File: config.mk
export PLATFORM = sky130hd
export DESIGN_NAME = uart_mem_loader
export DESIGN_NICKNAME = d
export VERILOG_FILES = /design/src/rtl/uart_mem_loader.sv
export SDC_FILE = /design/constraint.sdc
export NUM_CORES = 1
export LEC_CHECK = 0
export CAP_MARGIN = 25
export CORE_ASPECT_RATIO = 0.6
export CORE_MARGIN = 3
export CORE_UTILIZATION = 49
export DETAILED_ROUTE_END_ITERATION = 16
export GPL_TIMING_DRIVEN = 1
export PLACE_DENSITY = 0.75
export SYNTH_ARGS = -nofsm -noshare
export SYNTH_HDL_FRONTEND = slang
export SYNTH_SLANG_ARGS = --single-unit
File: constraint.sdc
create_clock -name clk -period 2.6 [get_ports clk]
set_clock_uncertainty 0.15 [all_clocks]
set_input_delay 0.78 -clock clk [delete_from_list [all_inputs] [get_ports clk]]
set_output_delay 0.78 -clock clk [all_outputs]
set_load 0.01 [all_outputs]
File: src/rtl/uart_mem_loader.sv
// uart_mem_loader: assembles a framed UART byte stream into 16-bit words and writes them to RAM.
// Define CHECKSUM_EN to expect and verify a trailing 16-bit additive checksum per frame.
module uart_mem_loader #(
    parameter logic [31:0] BASE_ADDR      = 32'h0000_0200,
    parameter logic [7:0]  SYNC_BYTE      = 8'hA5,
    parameter logic [23:0] TIMEOUT_CYCLES = 24'd5_000_000
) (
    input  logic        clk,
    input  logic        reset,
    input  logic        rx_valid,
    input  logic [7:0]  rx_data,
    output logic        rx_ready,
    output logic [31:0] mem_addr,
    output logic [15:0] mem_data,
    output logic        mem_wr,
    input  logic        mem_ready,
    output logic        busy,
    output logic        done,
    output logic        error,
    output logic [15:0] words_loaded
);

    typedef enum logic [3:0] {
        S_IDLE,
        S_LEN_H,
        S_LEN_L,
        S_DATA_H,
        S_DATA_L,
        S_WRITE,
`ifdef CHECKSUM_EN
        S_CHK_H,
        S_CHK_L,
`endif
        S_FINISH,
        S_ABORT
    } state_t;

    localparam logic [23:0] TMO_LAST = TIMEOUT_CYCLES - 24'd1;

    state_t      state_q, state_d;
    logic [15:0] len_q, len_d;
    logic [7:0]  hi_q, hi_d;
    logic [31:0] addr_q, addr_d;
    logic [15:0] data_q, data_d;
    logic        wr_q, wr_d;
    logic        done_q, done_d;
    logic        err_q, err_d;
    logic [15:0] words_q, words_d;
    logic [23:0] tmr_q, tmr_d;
`ifdef CHECKSUM_EN
    logic [15:0] sum_q, sum_d;
`endif

    logic        waiting;
    logic        rdy;
    logic [15:0] words_inc;
    logic [15:0] len_rx;

    assign words_inc = words_q + 16'd1;
    assign len_rx    = {len_q[15:8], rx_data};

    always_ff @(posedge clk) begin
        if (!reset) begin
            state_q <= S_IDLE;
            len_q   <= 16'd0;
            hi_q    <= 8'd0;
            addr_q  <= BASE_ADDR;
            data_q  <= 16'd0;
            wr_q    <= 1'b0;
            done_q  <= 1'b0;
            err_q   <= 1'b0;
            words_q <= 16'd0;
            tmr_q   <= 24'd0;
`ifdef CHECKSUM_EN
            sum_q   <= 16'd0;
`endif
        end else begin
            state_q <= state_d;
            len_q   <= len_d;
            hi_q    <= hi_d;
            addr_q  <= addr_d;
            data_q  <= data_d;
            wr_q    <= wr_d;
            done_q  <= done_d;
            err_q   <= err_d;
            words_q <= words_d;
            tmr_q   <= tmr_d;
`ifdef CHECKSUM_EN
            sum_q   <= sum_d;
`endif
        end
    end

    always_comb begin
        state_d = state_q;
        len_d   = len_q;
        hi_d    = hi_q;
        addr_d  = addr_q;
        data_d  = data_q;
        wr_d    = wr_q;
        done_d  = done_q;
        err_d   = err_q;
        words_d = words_q;
        tmr_d   = tmr_q;
`ifdef CHECKSUM_EN
        sum_d   = sum_q;
`endif
        rdy     = 1'b0;
        waiting = 1'b0;

        unique case (state_q)
            S_IDLE: begin
                rdy = 1'b1;
                if (rx_valid && rx_data == SYNC_BYTE) begin
                    state_d = S_LEN_H;
                    done_d  = 1'b0;
                    err_d   = 1'b0;
                    words_d = 16'd0;
                    tmr_d   = 24'd0;
`ifdef CHECKSUM_EN
                    sum_d   = 16'd0;
`endif
                end
            end
            S_LEN_H: begin
                rdy     = 1'b1;
                waiting = 1'b1;
                if (rx_valid) begin
                    len_d[15:8] = rx_data;
                    state_d     = S_LEN_L;
                end
            end
            S_LEN_L: begin
                rdy     = 1'b1;
                waiting = 1'b1;
                if (rx_valid) begin
                    len_d[7:0] = rx_data;
                    if (len_rx == 16'd0) begin
                        state_d = S_FINISH;
                        done_d  = 1'b1;
                    end else begin
                        state_d = S_DATA_H;
                    end
                end
            end
            S_DATA_H: begin
                rdy     = 1'b1;
                waiting = 1'b1;
                if (rx_valid) begin
                    hi_d    = rx_data;
                    state_d = S_DATA_L;
                end
            end
            S_DATA_L: begin
                rdy     = 1'b1;
                waiting = 1'b1;
                if (rx_valid) begin
                    data_d  = {hi_q, rx_data};
                    addr_d  = BASE_ADDR + {16'd0, words_q};
                    wr_d    = 1'b1;
                    state_d = S_WRITE;
                end
            end
            S_WRITE: begin
                // No timeout here: the RAM may stall for as long as it likes.
                if (wr_q && mem_ready) begin
                    wr_d    = 1'b0;
                    words_d = words_inc;
                    tmr_d   = 24'd0;
`ifdef CHECKSUM_EN
                    sum_d   = sum_q + data_q;
`endif
                    if (words_inc == len_q) begin
`ifdef CHECKSUM_EN
                        state_d = S_CHK_H;
`else
                        state_d = S_FINISH;
                        done_d  = 1'b1;
`endif
                    end else begin
                        state_d = S_DATA_H;
                    end
                end
            end
`ifdef CHECKSUM_EN
            S_CHK_H: begin
                rdy     = 1'b1;
                waiting = 1'b1;
                if (rx_valid) begin
                    hi_d    = rx_data;
                    state_d = S_CHK_L;
                end
            end
            S_CHK_L: begin
                rdy     = 1'b1;
                waiting = 1'b1;
                if (rx_valid) begin
                    if ({hi_q, rx_data} == sum_q) begin
                        state_d = S_FINISH;
                        done_d  = 1'b1;
                    end else begin
                        state_d = S_ABORT;
                        err_d   = 1'b1;
                    end
                end
            end
`endif
            S_FINISH: state_d = S_IDLE;
            S_ABORT:  state_d = S_IDLE;
            default:  state_d = S_IDLE;
        endcase

        // Inter-byte timer; an accepted byte always restarts it.
        if (waiting) begin
            if (rx_valid) begin
                tmr_d = 24'd0;
            end else if (tmr_q == TMO_LAST) begin
                tmr_d   = 24'd0;
                state_d = S_ABORT;
                err_d   = 1'b1;
            end else begin
                tmr_d = tmr_q + 24'd1;
            end
        end
    end

    assign rx_ready     = rdy;
    assign mem_addr     = addr_q;
    assign mem_data     = data_q;
    assign mem_wr       = wr_q;
    assign busy         = (state_q != S_IDLE);
    assign done         = done_q;
    assign error        = err_q;
    assign words_loaded = words_q;

    a_done_err_excl: assert property (
        @(posedge clk) disable iff (!reset) !(done_q && err_q)
    );

endmodule

==> After elaboration in Yosys (flattened, before gate mapping) <==
Index checks and enable logic that the tools add are counted.
{ "classes": {"n_mux": 37, "n_addsub": 3, "reduce_logical": 19, "eq_ne": 16} }
{ "ops": {"columns": ["operator", "n"], "rows": [
  ["$mux W24", 5],
  ["$pmux W24 S2", 1],
  ["$mux W4", 9],
  ["$mux W16", 2],
  ["$pmux W16 S2", 1],
  ["$add A24 B1 Y24 const B", 1],
  ["$eq A24 B23 Y1 const B", 1],
  ["$pmux W4 S6", 1],
  ["$add A10 B16 Y17 const A", 1],
  ["$add A16 B1 Y16 const B", 1],
  ["$eq A16 B16 Y1", 1],
  ["$logic_not A16 Y1", 1],
  ["$mux W1", 14],
  ["$ne A2 B2 Y1 const B", 6],
  ["$reduce_and A3 Y1", 3],
  ["$eq A4 B2 Y1 const B", 2],
  ["$eq A4 B3 Y1 const B", 2],
  ["$eq A8 B8 Y1 const B", 1],
  ["$reduce_and A2 Y1", 4],
  ["$mux W3", 2],
  ["$ne A3 B3 Y1 const B", 2],
  ["$reduce_and A6 Y1", 1],
  ["$reduce_bool A3 Y1", 2],
  ["$reduce_or A5 Y1", 1],
  ["other kinds (8)", 10]
]} }
{ "word_totals": {"elab_cells": 86, "reg_bits": 119, "inputBits": 12, "output_inout_bits": 69} }

==> Depth between registers and ports, before layout <==
{ "depth": {"depth_word": 8, "mapped_depth": 9, "mapped_depth_nobuf": 8} }

==> Worst setup path after synthesis <==
OpenSTA, ideal clock, no wires.
{ "synth_timing": {"path_kind": "register to register", "start": "register words_q[10], in the netlist words_loaded[10]", "end": "register state_q[0]", "stages_incl_launch_ff": 9, "required_ns": 2.330, "n_path_buf": 0, "slack_ns": 0.025, "setup_ns": 0.120, "synth_period_minus_slack_ns": 2.575, "arrival_ns": 2.305, "path_cell_list": "dfxtp_1 -> ha_1 -> nand3_1 -> o21ai_0 -> a31oi_1 -> a2111o_1 -> nor4_4 -> nor2_1 -> o31a_1"} }
{ "synth_between": {"elab_chain_cells": 8} }
{ "synth_lines": {"columns": ["item", "line_no", "source"], "rows": [
  ["start, declared", "48", "logic [15:0] words_q, words_d;"],
  ["start signal, assigned", "86", "words_q <= words_d;"],
  ["$add A16 B1 Y16 (*)", "59", "assign words_inc = words_q + 16'd1;"],
  ["$eq A16 B16 Y1 (*)", "173", "if (words_inc == len_q) begin"],
  ["$mux W3 (*)", "173", null],
  ["$mux W4 (*)", "166", "if (wr_q && mem_ready) begin"],
  ["$pmux W4 S6 (*)", "111", "unique case (state_q)"],
  ["$mux W4", "217", "end else if (tmr_q == TMO_LAST) begin"],
  ["$mux W4", "215", "if (rx_valid) begin"],
  ["$mux W4 (*)", "214", "if (waiting) begin"],
  ["end signal, assigned", "78", "state_q <= state_d;"],
  ["end, declared", "40", "state_t state_q, state_d;"]
]} }
Mark *: on every way between the ends. The rest lies on a longest branch, timed or not.
A chain may end at the register's enable or synchronous reset.

==> Worst setup path in the final report <==
{ "layout_timing": {"start": "register words_q[1], in the netlist words_loaded[1]", "end": "register state_q[0]"} }
The elaborated chain is that of the path after synthesis.

==> flow_summary.ini <==
[run_status]
run_status = complete, no violations

[clock_tree]
clock-sinks = 104
cts.clk_slew.worst_paths_ps = 70
cts_hold_buf = 0
root_buffer = clkbuf_16
cts_tree = built
htree_levels = 3
cts_buffer_depth = 2
cts_buffers = 9
clock_latency_ps = 360

[place]
gp_congestion = 0.9668
place_area_mm2 = 0.006419
dp_hpwl_mm = 10.74
io_buffer_count = 65
dp_cells = 867

[synth]
synth_edf_count = 0
ys_warn_count = 0
syn_area_per_cell_um2 = 8.295
synth_area_leaders = dfxtp_1 40%, nand2_1 7.2%, a21boi_0 5.7%
syn_inst = 635
synth_area_leader_cell = dfxtp_1
synth-async-reset-ratio = 0
yosysUniqueCellTypes = 63
syn-cell-area_mm2 = 0.005268
yosysSeqAreaShare = 0.3952
yosysTopAreaCellShare = 0.3952
synth-seq-cells = 104
synthFlopType = dfxtp_1

[power_and_ir_drop]
peakVddDrop_uv = 380.0
p_leak_uw = 0.002642
power_density_mw_per_mm2 = 444.2
finalPower_uw = 3072

[route]
vias_per_cell = 5.673
post_drt_wl_per_cell_um = 16.59
ant_nets = 0
dr.pass1.iters = 5
dr.first_iter.drc_count = 598
routed_wl_mm = 14.71
drc_errors = 0
vias = 5032

[hold_path]
hp-class = flop to flop

[timing]
fmax_mhz = 386.5
fin_crit_ps = 2587
rsz0062_at_grt = yes
fin_crit_sh = 0.9951
setup_viol = 0
hold_viol = 0
slew_viol_final = 0
finalSetupTns_ps = 0

[layout]
nets = 762
n_fill_cell = 809
fin_cells = 887
layout_common_cells = 99 x nand2_1, 97 x dfxtp_1, 73 x buf_4, 60 x clkdlybuf4s50_1, 48 x nor2_1
final_common_cell = nand2_1
syn2layout_area_growth_pct = 31.28
drive_above_1_share = 0.1795
fin_area_mm2 = 0.006915
n_antenna_cell = 0

[setup_path]
cp_cell_sequence = ha_4 -> nand4_4 -> nor4_4 -> xnor2_1 -> a2111o_1 -> nor4_4 -> nor2_1 -> o31a_1
endpoint_kind = flop
cp-start-kind = flop
reg2reg_slack_ps = 10
arrival_ps = 2680
critPathBufInv = 0
cpPeakStageDelay_ps = 440
required_ps = 2700
crit_top_cell = nor4_4
slowest_stage = a2111o_1
crit_type = flop to flop
path_delay_family = simple AND/OR/NAND/NOR gates
crit_fanout = 7

[global_routing]
grt_first_pass_wirelength_mm = 23.78
first_global_vias = 4644
globalRouteTotalUtil = 0.2439
grt_antenna_before_repair = 0
grt_overflow = 0
grt_max_degree = 32

[floorplanning]
dieArea_mm2 = 0.01207
pin_count = 81
num_rows = 28
core_mm2 = 0.01016
floorplan.initialDensity = 0.5185
die_y_um = 86.31
die_w_um = 139.9

[run]
maxCapViolCount = 0
state kept, by name, indices dropped and copies added (netlist names):
register	count
done	1
error	1
hi_q	8
len_q	16
mem_addr	17
mem_data	16
mem_wr	1
state_q	4
tmr_q	24
words_loaded	16
worst reg2reg max path, cell delays in order, from the launching register on:
cell and delay (ps):
dfxtp_1 370, ha_4 170, nand4_4 180, nor4_4 250, xnor2_1 150, a2111o_1 440
nor4_4 390, nor2_1 130, o31a_1 260
final timing paths:
kind	startpoint	end	cells past startpoint
setup / recovery	words_loaded[1]$_SDFFE_PN0P_	state_q[0]$_SDFF_PN0_	8
hold / removal	mem_data[8]$_SDFFE_PN0P_	mem_data[8]$_SDFFE_PN0P_	2
setup reg to reg	words_loaded[1]$_SDFFE_PN0P_	state_q[0]$_SDFF_PN0_	8
hold reg to reg	mem_data[8]$_SDFFE_PN0P_	mem_data[8]$_SDFFE_PN0P_	2
through the flow:
stage / hold slack [ps] / utilization / setup slack (ps)
after floorplan: 291.2 / - / 24.85
after global placement: 301.5 / 0.6318 / -528.8
after detailed placement: 305.7 / 0.6318 / -613.4
after CTS: 316.4 / 0.6672 / 5.981
after global routing: 344.5 / 0.6807 / -45.87
final: 316.2 / 0.6807 / 12.64
where the power goes:
part           switching (µW)  internal [µW]  leakage, µW  total, µW
clock                     631            716     0.000147       1350
combinational            70.4           57.6      0.00165        128
sequential               3.90           1590     0.000841       1600
synthesized netlist by cell type (9+ instances only):
cell type,count
mux2i_1,20
nor2_1,49
dfxtp_1,104
inv_1,9
nor2b_1,24
xor2_1,17
o21ai_0,19
clkbuf_1,26
nand2_1,101
nor3_1,13
a21oi_1,12
xnor2_1,26
nand3_1,36
nand4_1,9
and3_1,15
buf_4,15
a21boi_0,40
final cells by class:
class / count / area [µm²] / share of cell area
clock inverters: 5 / 43.79 / 0.006333
well taps: 135 / 168.9 / 0.02443
multi-input cells: 481 / 3075 / 0.4447
flip-flops and latches: 104 / 2091 / 0.3023
repair buffers: 142 / 1250 / 0.1807
inverters: 9 / 33.78 / 0.004885
clock buffers: 11 / 252.7 / 0.03655
timing repair:
action | in CTS | in global routing
setup endpoints to repair | 30 | 25
setup buffers | 0 | 4
gates resized for setup | 15 | 28
pin swaps | 4 | 12
metal layers:
layer | track usage | wire, µm | vias up
met5 | 0 | 0 | -
met4 | 0.06860 | 180 | 0
met3 | 0.05843 | 1239 | 17
met2 | 0.3602 | 6334 | 216
met1 | 0.3565 | 6958 | 2405
li1 | - | - | 2394
kinds of logic (layout without fill, tap and decap cells):
kind of cell | after synthesis | after routing | synth area share
AOI/OAI and AO/OA | 115 | 115 | 0.1537
adders and majority gates | 4 | 4 | 0.009027
other | 1 | 16 | 0.0007119
buffers and inverters | 65 | 167 | 0.05962
and+or+nand+nor | 283 | 283 | 0.2722
DFF | 104 | 104 | 0.3953
xor gates and xnor gates | 43 | 43 | 0.07150
muxes | 20 | 20 | 0.03800
Note: power is estimated with default switching activity, not from simulation.
